## src/rtl/button_reader.sv

```systemverilog
// Push-button front end: two-flop synchroniser, counter-based debounce FSM,
// registered clean level plus press/release/long-press pulses.
module button_reader #(
    parameter int DBITS      = 16,
    parameter int DEBOUNCE   = 50000,
    parameter int LBITS      = 26,
    parameter int LONGPRESS  = 24000000,
    parameter bit ACTIVE_LOW = 1'b1
) (
    input  logic i_clk,
    input  logic i_reset,
    input  logic i_btn,
    output logic o_level,
    output logic o_press,
    output logic o_release,
    output logic o_long
);
    // state   | meaning
    // UP      | button released and accepted as released
    // DB_DOWN | pressed level seen, counting stable cycles before accepting
    // DOWN    | button pressed and accepted as pressed
    // DB_UP   | released level seen, counting stable cycles before accepting
    typedef enum logic [1:0] {UP, DB_DOWN, DOWN, DB_UP} state_t;

    localparam logic [DBITS-1:0] DB_LAST = DBITS'(DEBOUNCE - 1);
    localparam logic [LBITS-1:0] LP_MAX  = LBITS'(LONGPRESS);
    localparam logic [LBITS-1:0] LP_PRE  = LBITS'(LONGPRESS - 1);

    state_t           state_q, state_d;
    logic [DBITS-1:0] dcnt_q, dcnt_d;
    logic [LBITS-1:0] lcnt_q, lcnt_d;
    logic             sync1_q, sync2_q;
    logic             level_q, level_d;
    logic             press_q, press_d;
    logic             release_q, release_d;
    logic             long_q, long_d;
    logic             lcnt_adv;
    logic             s;

    assign s = sync2_q;

    always_ff @(posedge i_clk or posedge i_reset) begin
        if (i_reset) begin
            sync1_q   <= 1'b0;
            sync2_q   <= 1'b0;
            state_q   <= UP;
            dcnt_q    <= '0;
            lcnt_q    <= '0;
            level_q   <= 1'b0;
            press_q   <= 1'b0;
            release_q <= 1'b0;
            long_q    <= 1'b0;
        end else begin
            sync1_q   <= i_btn ^ ACTIVE_LOW;
            sync2_q   <= sync1_q;
            state_q   <= state_d;
            dcnt_q    <= dcnt_d;
            lcnt_q    <= lcnt_d;
            level_q   <= level_d;
            press_q   <= press_d;
            release_q <= release_d;
            long_q    <= long_d;
        end
    end

    always_comb begin
        state_d   = state_q;
        dcnt_d    = dcnt_q;
        lcnt_d    = lcnt_q;
        level_d   = level_q;
        press_d   = 1'b0;
        release_d = 1'b0;
        long_d    = 1'b0;
        lcnt_adv  = 1'b0;
        case (state_q)
            UP: begin
                if (s) begin
                    state_d = DB_DOWN;
                    dcnt_d  = '0;
                end
            end
            DB_DOWN: begin
                if (!s) begin
                    state_d = UP;
                end else if (dcnt_q == DB_LAST) begin
                    state_d = DOWN;
                    level_d = 1'b1;
                    press_d = 1'b1;
                    lcnt_d  = '0;
                end else begin
                    dcnt_d = dcnt_q + DBITS'(1);
                end
            end
            DOWN: begin
                lcnt_adv = 1'b1;
                if (!s) begin
                    state_d = DB_UP;
                    dcnt_d  = '0;
                end
            end
            DB_UP: begin
                // the hold timer keeps running while a release is still unconfirmed
                if (s) begin
                    state_d  = DOWN;
                    lcnt_adv = 1'b1;
                end else if (dcnt_q == DB_LAST) begin
                    state_d   = UP;
                    level_d   = 1'b0;
                    release_d = 1'b1;
                end else begin
                    dcnt_d   = dcnt_q + DBITS'(1);
                    lcnt_adv = 1'b1;
                end
            end
            default: state_d = UP;
        endcase
        if (lcnt_adv && (lcnt_q != LP_MAX)) begin
            lcnt_d = lcnt_q + LBITS'(1);
            long_d = (lcnt_q == LP_PRE);
        end
    end

    assign o_level   = level_q;
    assign o_press   = press_q;
    assign o_release = release_q;
    assign o_long    = long_q;
endmodule
```

## config.mk

```make
export PLATFORM = sky130hd
export DESIGN_NAME = button_reader
export DESIGN_NICKNAME = d
export VERILOG_FILES = /design/src/rtl/button_reader.sv
export SDC_FILE = /design/constraint.sdc
export NUM_CORES = 1
export LEC_CHECK = 0
export CORE_MARGIN = 10
export CORE_UTILIZATION = 65
export CTS_BUF_LIST = sky130_fd_sc_hd__clkbuf_8
export DETAILED_ROUTE_END_ITERATION = 12
export PLACE_DENSITY_LB_ADDON = 0.3
export SETUP_SLACK_MARGIN = 0.2
export SYNTH_ARGS = -nofsm -noshare
export SYNTH_HDL_FRONTEND = slang
export SYNTH_SLANG_ARGS = --single-unit
```

## constraint.sdc

```tcl
create_clock -name i_clk -period 5.5 [get_ports i_clk]
set_clock_uncertainty 0.15 [all_clocks]
set_input_delay 1.375 -clock i_clk [delete_from_list [all_inputs] [get_ports i_clk]]
set_output_delay 1.375 -clock i_clk [all_outputs]
set_load 0.02 [all_outputs]
```

Word-level counts from Yosys, hierarchy flattened
Cells that the tools add are included.
Cells by class
  equality and inequality tests: 14
  $add $sub $neg: 2
  reduce and logical (&&, ||, !) cells: 10
  muxes and demuxes: 31
  bitwise logic cells: 1
Operator list (count)
  26-bit 2-to-1 mux: 4
  16-bit 2-to-1 mux: 5
  16-bit one-hot mux with 4 select lines: 1
  26-bit by 1-bit adder with 26-bit output (second input constant): 1
  26-bit by 25-bit equality test with 1-bit output (second input constant): 1
  26-bit by 25-bit inequality test with 1-bit output (second input constant): 1
  16-bit by 1-bit adder with 16-bit output (second input constant): 1
  16-bit equality test (second input constant): 1
  1-bit 2-to-1 mux: 12
  2-bit 2-to-1 mux: 6
  2-bit inequality test (second input constant): 6
  2-bit one-hot mux with 4 select lines: 1
  4-bit AND reduction: 2
  2-bit nonzero test: 4
  3-bit inequality test (second input constant): 2
  5-bit AND reduction: 1
  2-bit equality test (second input constant): 2
  1-bit one-hot mux with 2 select lines: 2
  3-bit AND reduction: 1
  2-bit by 1-bit equality test with 1-bit output (second input constant): 1
  2-bit logical NOT: 1
  1-bit logical AND: 1
  1-bit inverter: 1
Storage, ports and cells
  register bits after elaboration: 50
  output and inout port bits: 4

Depth between registers and ports, before layout
Gate-level depths: netlist (run 1).
  depth in word-level cells: 7
  gate-level depth with buffers: 8
  depth with buffers taken out: 7

Least setup slack after synthesis (run 1)
No wires, ideal clock.
  path type: reg2reg
  start point: register dcnt_q[11]
  end point: register lcnt_q[5]
  path buffers: 2
  arrival: 1.712 ns
  cell stages (with the launch flop): 8
  period minus slack after synthesis: 1.995 ns
  setup slack: 3.505 ns
  data required time: 5.217 ns
  path through: dfrtp_1 > nor4b_4 > nand3_2 > or3_1 > buf_6 > buf_6 > a31oi_1 > a31oi_1
On the way
  word-level cells in the longest chain between the ends: 7
RTL lines
  start, declared: RTL line 30  | logic [DBITS-1:0] dcnt_q, dcnt_d;
  start signal, assigned: RTL line 57  | dcnt_q <= dcnt_d;
  16-bit equality test (*): RTL line 85, 106
  1-bit 2-to-1 mux: RTL line 106  | end else if (dcnt_q == DB_LAST) begin
  1-bit 2-to-1 mux: RTL line 103  | if (s) begin
  1-bit one-hot mux with 2 select lines: RTL line 75  | case (state_q)
  1-bit logical AND: RTL line 117  | if (lcnt_adv && (lcnt_q != LP_MAX)) begin
  2-bit nonzero test (no line)
  3-bit AND reduction (no line)
  end signal, assigned: RTL line 58  | lcnt_q <= lcnt_d;
  end, declared: RTL line 31  | logic [LBITS-1:0] lcnt_q, lcnt_d;
Mark *: on every way between the ends. The rest lies on a longest branch, timed or not.
A chain may end at the register's enable or synchronous reset.

Final worst setup path (run 1)
  start point: register dcnt_q[0]
  end point: register lcnt_q[10]
Same word-level chain as after synthesis.

==> results.txt, run 1 <==
Status - finished clean
Pleak - 1.18 nW
Area growth from synthesis to final layout - 4.75%
WS Path Type - flop to flop
Cell variety after synth - 56
Skew-Pair Late Insertion Delay - 0.30 ns
Die area - 7630 µm²
CORE AREA - 4380 µm²
Port Buf Inserts - 6
WHS - 0.220 ns
Synth Flop Type - dfrtp_1
Critical hold path startpoint - sync1_q
GRT Util Overall - 18.2%
WP data required - 5.56 ns
Number of global-route vias before repair - 2437
Core Util, Final - 70.4%
Antenna viol nets, final - 0
DR vias - 2524
R2r endpoint - lcnt_q[10]
Cts bufs inserted - 5
R2R depth - 6
Period minus WS final - 2.98 ns
Clock transition at the registers of the reported paths - 0.10 ns
CTS resizes - 0
Avg Cell Area, Syn - 9.39 µm²
Synth Instances - 314
Final HPWL DP - 4440 µm
Layout fillers - 348
Setup bufs post-CTS - 0
Worst min path class - flop to flop
Post-Syn Area - 2950 µm²
Layout net count - 319
Fin crit share - 54.2%
Startpoint type of the worst setup path - flop
N_diodes - 0
Net count after synthesis - 320
Hold Crit Depth - 0
Sequential share of the synthesized area - 42.4%
Initial antenna violation count - 0
TritonRoute pass-1 iters - 4
Area of the multi-input gates - 1540 µm²
Worst r2r src - dcnt_q[0]
Remaining global-route overflow - 0
Fin. Hold Viols - 0
Starting Density - 67.2%
Drc violations - 0
Top-Level Pins - 7
Worst-case clock buffer depth - 2
Peak VDD IR - 0.144 mV
Ratio of cells with drive above 1 in the final layout - 7.96%
Worst-Margin Slew - 1.20 ns
Pwr Density - 218 nW/µm²
Routed WL - 6630 µm
Largest net degree at the start of global routing - 51
Number of flops mapped to enable cells by yosys - 0
Global-route met3 utilization - 3.37%
Routed wire per std cell - 18.1 µm
Slew Limit Fails - 0
Drt initial violations - 205
Hold buffers post-CTS - 0
Max-Cap Viols - 0
Element type at the critical path end - flop
WP data arrival - 3.04 ns
Die Ht - 87.3 µm
Met2 usage - 29.2%
Post-synth ARST share - 100%
Yosys warnings - 0
CTS tree - yes
Die W - 87.3 µm
Number of vias per cell - 6.90
Root Buffer - clkbuf_8
Clock Sinks - 50
Fmax - 335 MHz
Final setup violation count - 0
Largest fanout on the critical path - 38
H-tree lvl count - 2
Gr busiest metal - met2
R2r setup slk - 2.52 ns
Grt met1 use - 23.9%
Routability congestion estimate - 0.878
First-pass GRT wire length - 11400 µm
Slew HR - 19.7%
Sink of the worst hold path - s
Reg area - 1250 µm²
Number of synthesized register bits - 50
Pre-CTS setup slack - 2.52 ns
Worst setup margin - 2.52 ns
Total negative setup slack - 0 ns
Core Rows - 24
RSZ-0062 raised after global routing - no
[area by class of cell]
cell class	count	area share [%]
multi-input combinational	237	49.8
clock buffer	6	2.67
clock inverter	2	1.26
inverter	12	1.46
tap	52	2.11
timing repair buffer	7	2.19
sequential	50	40.5
[worst max-delay path: stages, from the launching register on]
cell and delay [ns]:
dfrtp_1 0.43, ha_1 0.22, and3_1 0.19, nand3_2 0.14
or3_1 0.94, nand2_1 0.44, o311ai_1 0.37
[cells in the final DEF (no fill, tap or decap), types with 4 or more instances in the layout]
master	n
or3_1	5
and4_1	7
or4_1	4
and3_1	9
nor3_1	6
a31oi_1	27
clkbuf_8	6
inv_1	10
o211ai_1	9
nand3_1	26
or3b_1	5
o21ai_0	17
nor2_1	18
clkdlybuf4s50_1	6
dfrtp_1	50
nor4_1	4
a21oi_1	7
xor2_1	5
nand3_2	4
nand4_1	20
nand2_1	20
[worst max-delay path by stage]
stage          cells after the start                    endpoint  startpoint  slack (ns)
2_1_floorplan                      1  asynchronous set/reset pin     i_reset        2.77
3_3_place_gp                       6                  lcnt_q[10]   dcnt_q[0]        2.64
3_5_place_dp                       6                  lcnt_q[10]   dcnt_q[0]        2.52
4_1_cts                            6                  lcnt_q[10]   dcnt_q[0]        2.55
5_1_grt                            6                  lcnt_q[10]   dcnt_q[0]        2.27
6_report                           6                  lcnt_q[10]   dcnt_q[0]        2.52
[synthesized netlist by cell type (3+ instances only)]
library cell,n,area (µm²)
or4_1,4,30.0
o21ai_1,3,15.0
buf_2,4,20.0
nand4_1,20,125
buf_6,5,56.3
o211ai_1,9,67.6
or3b_1,5,43.8
and3_1,9,56.3
a41oi_1,3,26.3
inv_1,11,41.3
o31ai_1,3,22.5
ha_1,3,37.5
nor2_1,18,67.6
nand3_2,4,40.0
nand2_1,20,75.1
or2_0,3,18.8
a21oi_1,7,35.0
and4_1,7,61.3
xor2_1,5,43.8
nor4_1,4,25.0
dfrtp_1,50,1250
o21ai_0,17,85.1
nand3_1,26,130
or3_1,5,31.3
nor3_1,6,30.0
a31oi_1,27,169
buf_4,4,30.0
[per-layer routing]
layer | wire, µm | part of all wire, %
met5 | 0 | 0
met3 | 303 | 4.6
met4 | 70 | 1.1
met2 | 3390 | 51
met1 | 2870 | 43
[cell families after synthesis]
kind of cell	count (synthesis)	share of synthesized area (%)
simple gates	149	30.9
buf+inv	27	5.39
compound gates	76	17.2
xor+xnor	7	2.08
mux	2	0.722
flops	50	42.4
fa+ha+maj	3	1.27
[sequential cells by signal, indices dropped and copies added (netlist names), named ones only]
register / cells
state_q: 1
o_press: 1
dcnt_q: 16
o_long: 1
lcnt_q: 26
sync1_q: 1
s: 1
o_release: 1
o_level: 1
[stage by stage]
step	instances	power (mW)	area [µm²]
after floorplan	314	0.399	2950
after global placement	358	0.404	2970
after detailed placement	358	0.405	2970
after CTS	366	0.679	3090
after global routing	366	0.699	3090
final	366	0.672	3090
[power breakdown]
part / switching, mW / leakage (nW) / internal (mW) / total (mW)
combinational: 0.0148 / 0.430 / 0.00599 / 0.0208
clock: 0.125 / 0.0618 / 0.150 / 0.275
sequential: 0.00503 / 0.690 / 0.371 / 0.376
total: 0.145 / 1.18 / 0.527 / 0.672
No activity file was read; power rests on OpenSTA's default activity.
==> run 2: changes to the inputs <==
--- a/config.mk
+++ b/config.mk
@@ -6,7 +6,7 @@
 export NUM_CORES = 1
 export LEC_CHECK = 0
 export CORE_MARGIN = 10
-export CORE_UTILIZATION = 65
+export CORE_UTILIZATION = 58
 export CTS_BUF_LIST = sky130_fd_sc_hd__clkbuf_8
 export DETAILED_ROUTE_END_ITERATION = 12
 export PLACE_DENSITY_LB_ADDON = 0.3
==> constraint.sdc (replaced) <==
create_clock -name i_clk -period 2.66 [get_ports i_clk]
set_clock_uncertainty 0.15 [all_clocks]
set_input_delay 0.665 -clock i_clk [delete_from_list [all_inputs] [get_ports i_clk]]
set_output_delay 0.665 -clock i_clk [all_outputs]
set_load 0.02 [all_outputs]
==> run 2 against run 1 <==
Effect of this change: sequential share of layout area down 0.96 points; final cell count increased by 6.3%; largest power group unchanged; critical endpoint is now lcnt_q[17]; wire length up 2.3%; register-to-register slack got worse by 2.2 ns.
==> results.txt, run 2 (synthesized netlist as in run 1, its figures left out) <==
Status - finished clean
Period minus WS final - 2.35 ns
Total negative setup slack - 0 ns
Family with the most delay on the worst path - simple AND/OR/NAND/NOR gates
Starting Density - 61.2%
Die area - 8330 µm²
Combinational Power Share - 4.1%
Area of the multi-input gates - 1560 µm²
TritonRoute pass-1 iters - 5
WP data required - 2.74 ns
Reg area - 1250 µm²
Worst-Margin Slew - 0.788 ns
Startpoint type of the worst setup path - flop
Largest fanout on the critical path - 14
R2R depth - 6
Port Buf Inserts - 6
Drc violations - 0
Number of global-route vias before repair - 2503
Number of vias per cell - 6.65
WP data arrival - 2.43 ns
Pleak - 1.22 nW
Cts bufs inserted - 5
Routed wire per std cell - 17.4 µm
Worst min path class - flop to flop
Drt initial violations - 189
Routability congestion estimate - 0.877
Worst path bufs/invs - 1
Element type at the critical path end - flop
N_diodes - 0
Clock power frac - 33.5%
Fin crit share - 88.2%
Sink of the worst hold path - s
Core Util, Final - 65.7%
R2r setup slk - 0.31 ns
Largest register FFs - 26
First-pass GRT wire length - 12000 µm
H-tree lvl count - 2
Pwr Density - 394 nW/µm²
Final setup violation count - 0
Worst setup margin - 0.313 ns
Area growth from synthesis to final layout - 7.30%
WHS - 0.202 ns
Pint - 0.960 mW
Biggest regs - lcnt_q x26, dcnt_q x16
GRT Util Overall - 16.7%
Max incr delay on CP - 0.45 ns
Slew HR - 47.1%
Core Rows - 25
Setup bufs post-CTS - 0
Routed WL - 6780 µm
Final HPWL DP - 4740 µm
Remaining global-route overflow - 0
Skew-Pair Late Insertion Delay - 0.30 ns
Worst-path cell chain - and4_1 -> and4_1 -> a41oi_4 -> buf_4 -> or3b_1 -> a31oi_1
Fin. Hold Viols - 0
Worst-case clock buffer depth - 2
Layout net count - 328
Slew Limit Fails - 0
Largest net degree at the start of global routing - 35
Dpl cells - 382
Die W - 91.3 µm
Critical path's slowest cell - dfrtp_1
RSZ-0062 raised after global routing - yes
Peak VDD IR - 0.279 mV
DR vias - 2587
Max-Cap Viols - 0
Die Ht - 91.3 µm
Design Area, Final - 3160 µm²
Initial antenna violation count - 0
Layout fillers - 421
Total design power - 1.25 mW
Worst r2r src - lcnt_q[13]
Clock Sinks - 50
Placed inst area - 3070 µm²
Top-Level Pins - 7
Critical hold path startpoint - sync1_q
Antenna viol nets, final - 0
Commonest non-fill, non-tap cell in the layout - dfrtp_1
CORE AREA - 4820 µm²
Non-Filler Instances - 389
Sequential power share - 62.5%
Sw frac - 23.0%
Hold Crit Depth - 0
Clock transition at the registers of the reported paths - 0.09 ns
Psw - 0.287 mW
Cell mode on critical path - and4_1
Most frequent cells in the layout - dfrtp_1, a31oi_1, nand3_1
Pre-CTS setup slack - 0.297 ns
R2r endpoint - lcnt_q[17]
Ratio of cells with drive above 1 in the final layout - 10.6%
Largest Register - lcnt_q
Fmax - 426 MHz
CTS tree - yes
Root Buffer - clkbuf_8
WS Path Type - flop to flop
-- run 2: final cells by class --
| class | instances | area share [%] |
|---|---|---|
| flip-flops and latches | 50 | 39.6 |
| repair buffers | 16 | 4.67 |
| inverters | 12 | 1.42 |
| clock inverters | 2 | 0.237 |
| well taps | 67 | 2.65 |
| multi-input cells | 237 | 49.3 |
| clock buffers | 5 | 2.18 |
-- run 2: repair_timing --
item                       in CTS  in global routing
gates resized for setup         0                  4
hold buffers                    0                  0
setup endpoints to repair       0                 25
-- run 2: routing by layer --
layer	vias to the layer above	global-route usage (%)	routed length, µm
met4	0	3.79	64
met2	80	27.1	3320
met5	-	0	0
met3	6	3.87	402
li1	1221	-	-
met1	1280	22.0	3000
-- run 2: worst max-delay path by stage --
stage                     from                         end  slack (ns)  cells after the start
finish              lcnt_q[13]                  lcnt_q[17]        0.31                      6
global route        lcnt_q[13]                  lcnt_q[11]        0.18                      6
CTS                 lcnt_q[13]                  lcnt_q[17]        0.27                      6
detailed placement  lcnt_q[13]                  lcnt_q[24]        0.30                      6
global placement    lcnt_q[13]                  lcnt_q[17]        0.33                      6
floorplan              i_reset  asynchronous set/reset pin        0.64                      1
-- run 2: worst reg2reg max path: stages, from the launching register on --
cell	delay [ns]
dfrtp_1	0.45
and4_1	0.22
and4_1	0.26
a41oi_4	0.41
buf_4	0.27
or3b_1	0.35
a31oi_1	0.17
-- run 2: power by group through the flow --
stage | sequential (mW) | combinational [mW] | clock, mW
after CTS | 0.778 | 0.0514 | 0.420
after detailed placement | 0.793 | 0.0514 | 0
after global placement | 0.793 | 0.0502 | 0
after global routing | 0.780 | 0.0595 | 0.445
final | 0.779 | 0.0509 | 0.417
after floorplan | 0.789 | 0.0351 | 0
==> run 3: changes to the inputs <==
--- a/config.mk
+++ b/config.mk
@@ -5,6 +5,7 @@
 export SDC_FILE = /design/constraint.sdc
 export NUM_CORES = 1
 export LEC_CHECK = 0
+export CAP_MARGIN = 30
 export CORE_MARGIN = 10
 export CORE_UTILIZATION = 58
 export CTS_BUF_LIST = sky130_fd_sc_hd__clkbuf_8
==> results of run 3 <==
Same layout as run 2: the final DEF is identical, and so are final timing and power.
==> edit (settings of run 2) <==
Set the parameter `ACTIVE_LOW` to 1'b0 (it was 1'b1).
--- a/src/rtl/button_reader.sv
+++ b/src/rtl/button_reader.sv
@@ -7,3 +7,3 @@
     parameter int LONGPRESS  = 24000000,
-    parameter bit ACTIVE_LOW = 1'b1
+    parameter bit ACTIVE_LOW = 1'b0
 ) (
Function: same outputs for any inputs over 10 cycles, from zero or initial values and one cycle with i_reset high; that may be too few to reach the edited logic, so the function may still have changed.
==> edit against run 2 <==
  * Global-route usage fell by 1.1 points
  * Wire length fell by 18%
  * Total power rose by 5.8%
  * Synthesized area fell by 11%
  * Critical path depth fell by 1
  * Sequential share of layout area rose by 3.5 points
  * Cell count fell by 13%
  * Design area fell by 7.6%
  * Worst setup slack got worse by 0.0051 ns
  * Via count fell by 19%
  * Largest cell class unchanged
  * Sequential cell count did not move
==> edit: results (changes against run 2) <==
- The flow ran to the end, and the final reports show no timing, DRC or antenna violations.
- The number of iterations in the first detailed-routing pass was 4 (-1).
- The global-route wire length before repair was 9690 microns (-19%).
- The tightest slew margin relative to the limit is 0.562 (+0.0911).
- The total instance count after detailed placement was 329 (-14%).
- The leakage dissipation came to 1.26 nW (+3.7%).
- The half-perimeter wire length after placement is 3850 microns (-19%).
- The via count of the first global-routing pass is 2013 (-20%).
- The maximum cell stage delay along the critical path came to 0.60 ns (+0.15 ns).
- The overall via count from detail_route was 2098 (-19%).
- The number of unique standard cell types used by synthesis is 44 (-21%).
- The layout filler cell count is 326 (-23%).
- The routability-driven placement congestion ratio is 0.889 (+1.3%).
- The highest net fanout along the worst path was 6 (-8).
- The area of the multi-input gates is 0.00132 sq mm (-15%).
- The routed wire length is 5560 microns (-18%).
- The sequential cell area fraction in the yosys report was 0.478 (+0.0538).
- The synthesized instance count is 273 (-13%).
- The detailed router's first-iteration violation count was 260 (+38%).
- The net count of the mapped netlist was 279 (-13%).
- The ratio of cells with drive above 1 in the final layout is 0.108 (+0.00205).
- The maximum number of pins on one net before global-route repair is 51 (+46%).
- The overall global routing resource usage is 0.155 (-0.0115).
- The standard cell with the maximum stage delay on the critical path is sky130_fd_sc_hd__or4_4.
- Yosys attributes the largest share of cell area to sky130_fd_sc_hd__dfrtp_1, sky130_fd_sc_hd__mux2i_1, sky130_fd_sc_hd__nand3_1, sky130_fd_sc_hd__nand2_1, sky130_fd_sc_hd__xor2_1.
- The maximum vdd ir drop is 0.000342 V (+23%).
## edit: cell types whose count changed after synthesis, sizes merged, moves of 7 or more
cell	before	now
buf	13	2
a31oi	27	2
mux2i	1	13
nand4	20	12
o21ai	20	13
nand2	20	29
## edit: worst max-delay path, delay by kind of cell, from the launching register on
family / cells / cell delay (ns)
AO/OA/AOI/OAI: 1 / 0.16
AND/OR/NAND/NOR: 4 / 1.51
flip-flops: 1 / 0.46
## edit: cells by family (layout without fill, tap and decap cells)
| group | count (synthesis) | count (layout) | synth area share |
|---|---|---|---|
| xor+xnor | 17 | 17 | 0.0569 |
| mux | 13 | 13 | 0.0497 |
| fa+ha+maj | 3 | 3 | 0.0143 |
| flops | 50 | 50 | 0.478 |
| simple gates | 135 | 135 | 0.279 |
| compound gates | 38 | 38 | 0.0966 |
| buf+inv | 17 | 32 | 0.0249 |
## edit: worst paths after layout
kind	from	endpoint	cells past startpoint	slack, ns
setup / recovery	lcnt_q[2]	lcnt_q[21]	5	0.31
min in group asynchronous	i_reset	dcnt_q[15]	3	0.56
setup reg to reg	lcnt_q[2]	lcnt_q[21]	5	0.31
max in group asynchronous	i_reset	lcnt_q[9]	3	1.57
hold reg to reg	sync1_q	s	0	0.22
hold / removal	sync1_q	s	0	0.22
## edit: power by group
| part | internal, W | switching [W] | leakage (nW) |
|---|---|---|---|
| sequential | 0.000768 | 0.00000847 | 0.681 |
| clock | 0.000263 | 0.000241 | 0.0575 |
| combinational | 0.0000139 | 0.0000256 | 0.524 |
## edit: through the flow
step | hold slack, ns | power [W] | setup slack, ns
global placement | 0.186 | 0.000831 | 0.230
floorplan | 0.181 | 0.000816 | 0.377
CTS | 0.220 | 0.00133 | 0.250
detailed placement | 0.192 | 0.000832 | 0.175
finish | 0.215 | 0.00132 | 0.308
global route | 0.226 | 0.00136 | 0.209
## edit: layer usage
metal,track usage,up-vias,wire (microns)
met4,0.0594,0,81
li1,-,1027,-
met1,0.220,1004,2650
met2,0.229,60,2500
met3,0.0281,7,331
met5,0,-,0
## edit: repair_timing
| item | 4_1_cts | 5_1_grt |
|---|---|---|
| endpoints found under the setup margin | 2 | 19 |
| hold endpoints to repair | 0 | 0 |
| buffers inserted | 0 | 3 |
| pin swaps | 0 | 0 |
| gates resized for setup | 3 | 7 |
## edit: cell type report
| class | count | share of cell area |
|---|---|---|
| clock buffer | 8 | 0.0377 |
| inverter | 10 | 0.0128 |
| multi-input combinational | 206 | 0.452 |
| sequential | 50 | 0.430 |
| tap | 52 | 0.0223 |
| timing repair buffer | 14 | 0.0454 |
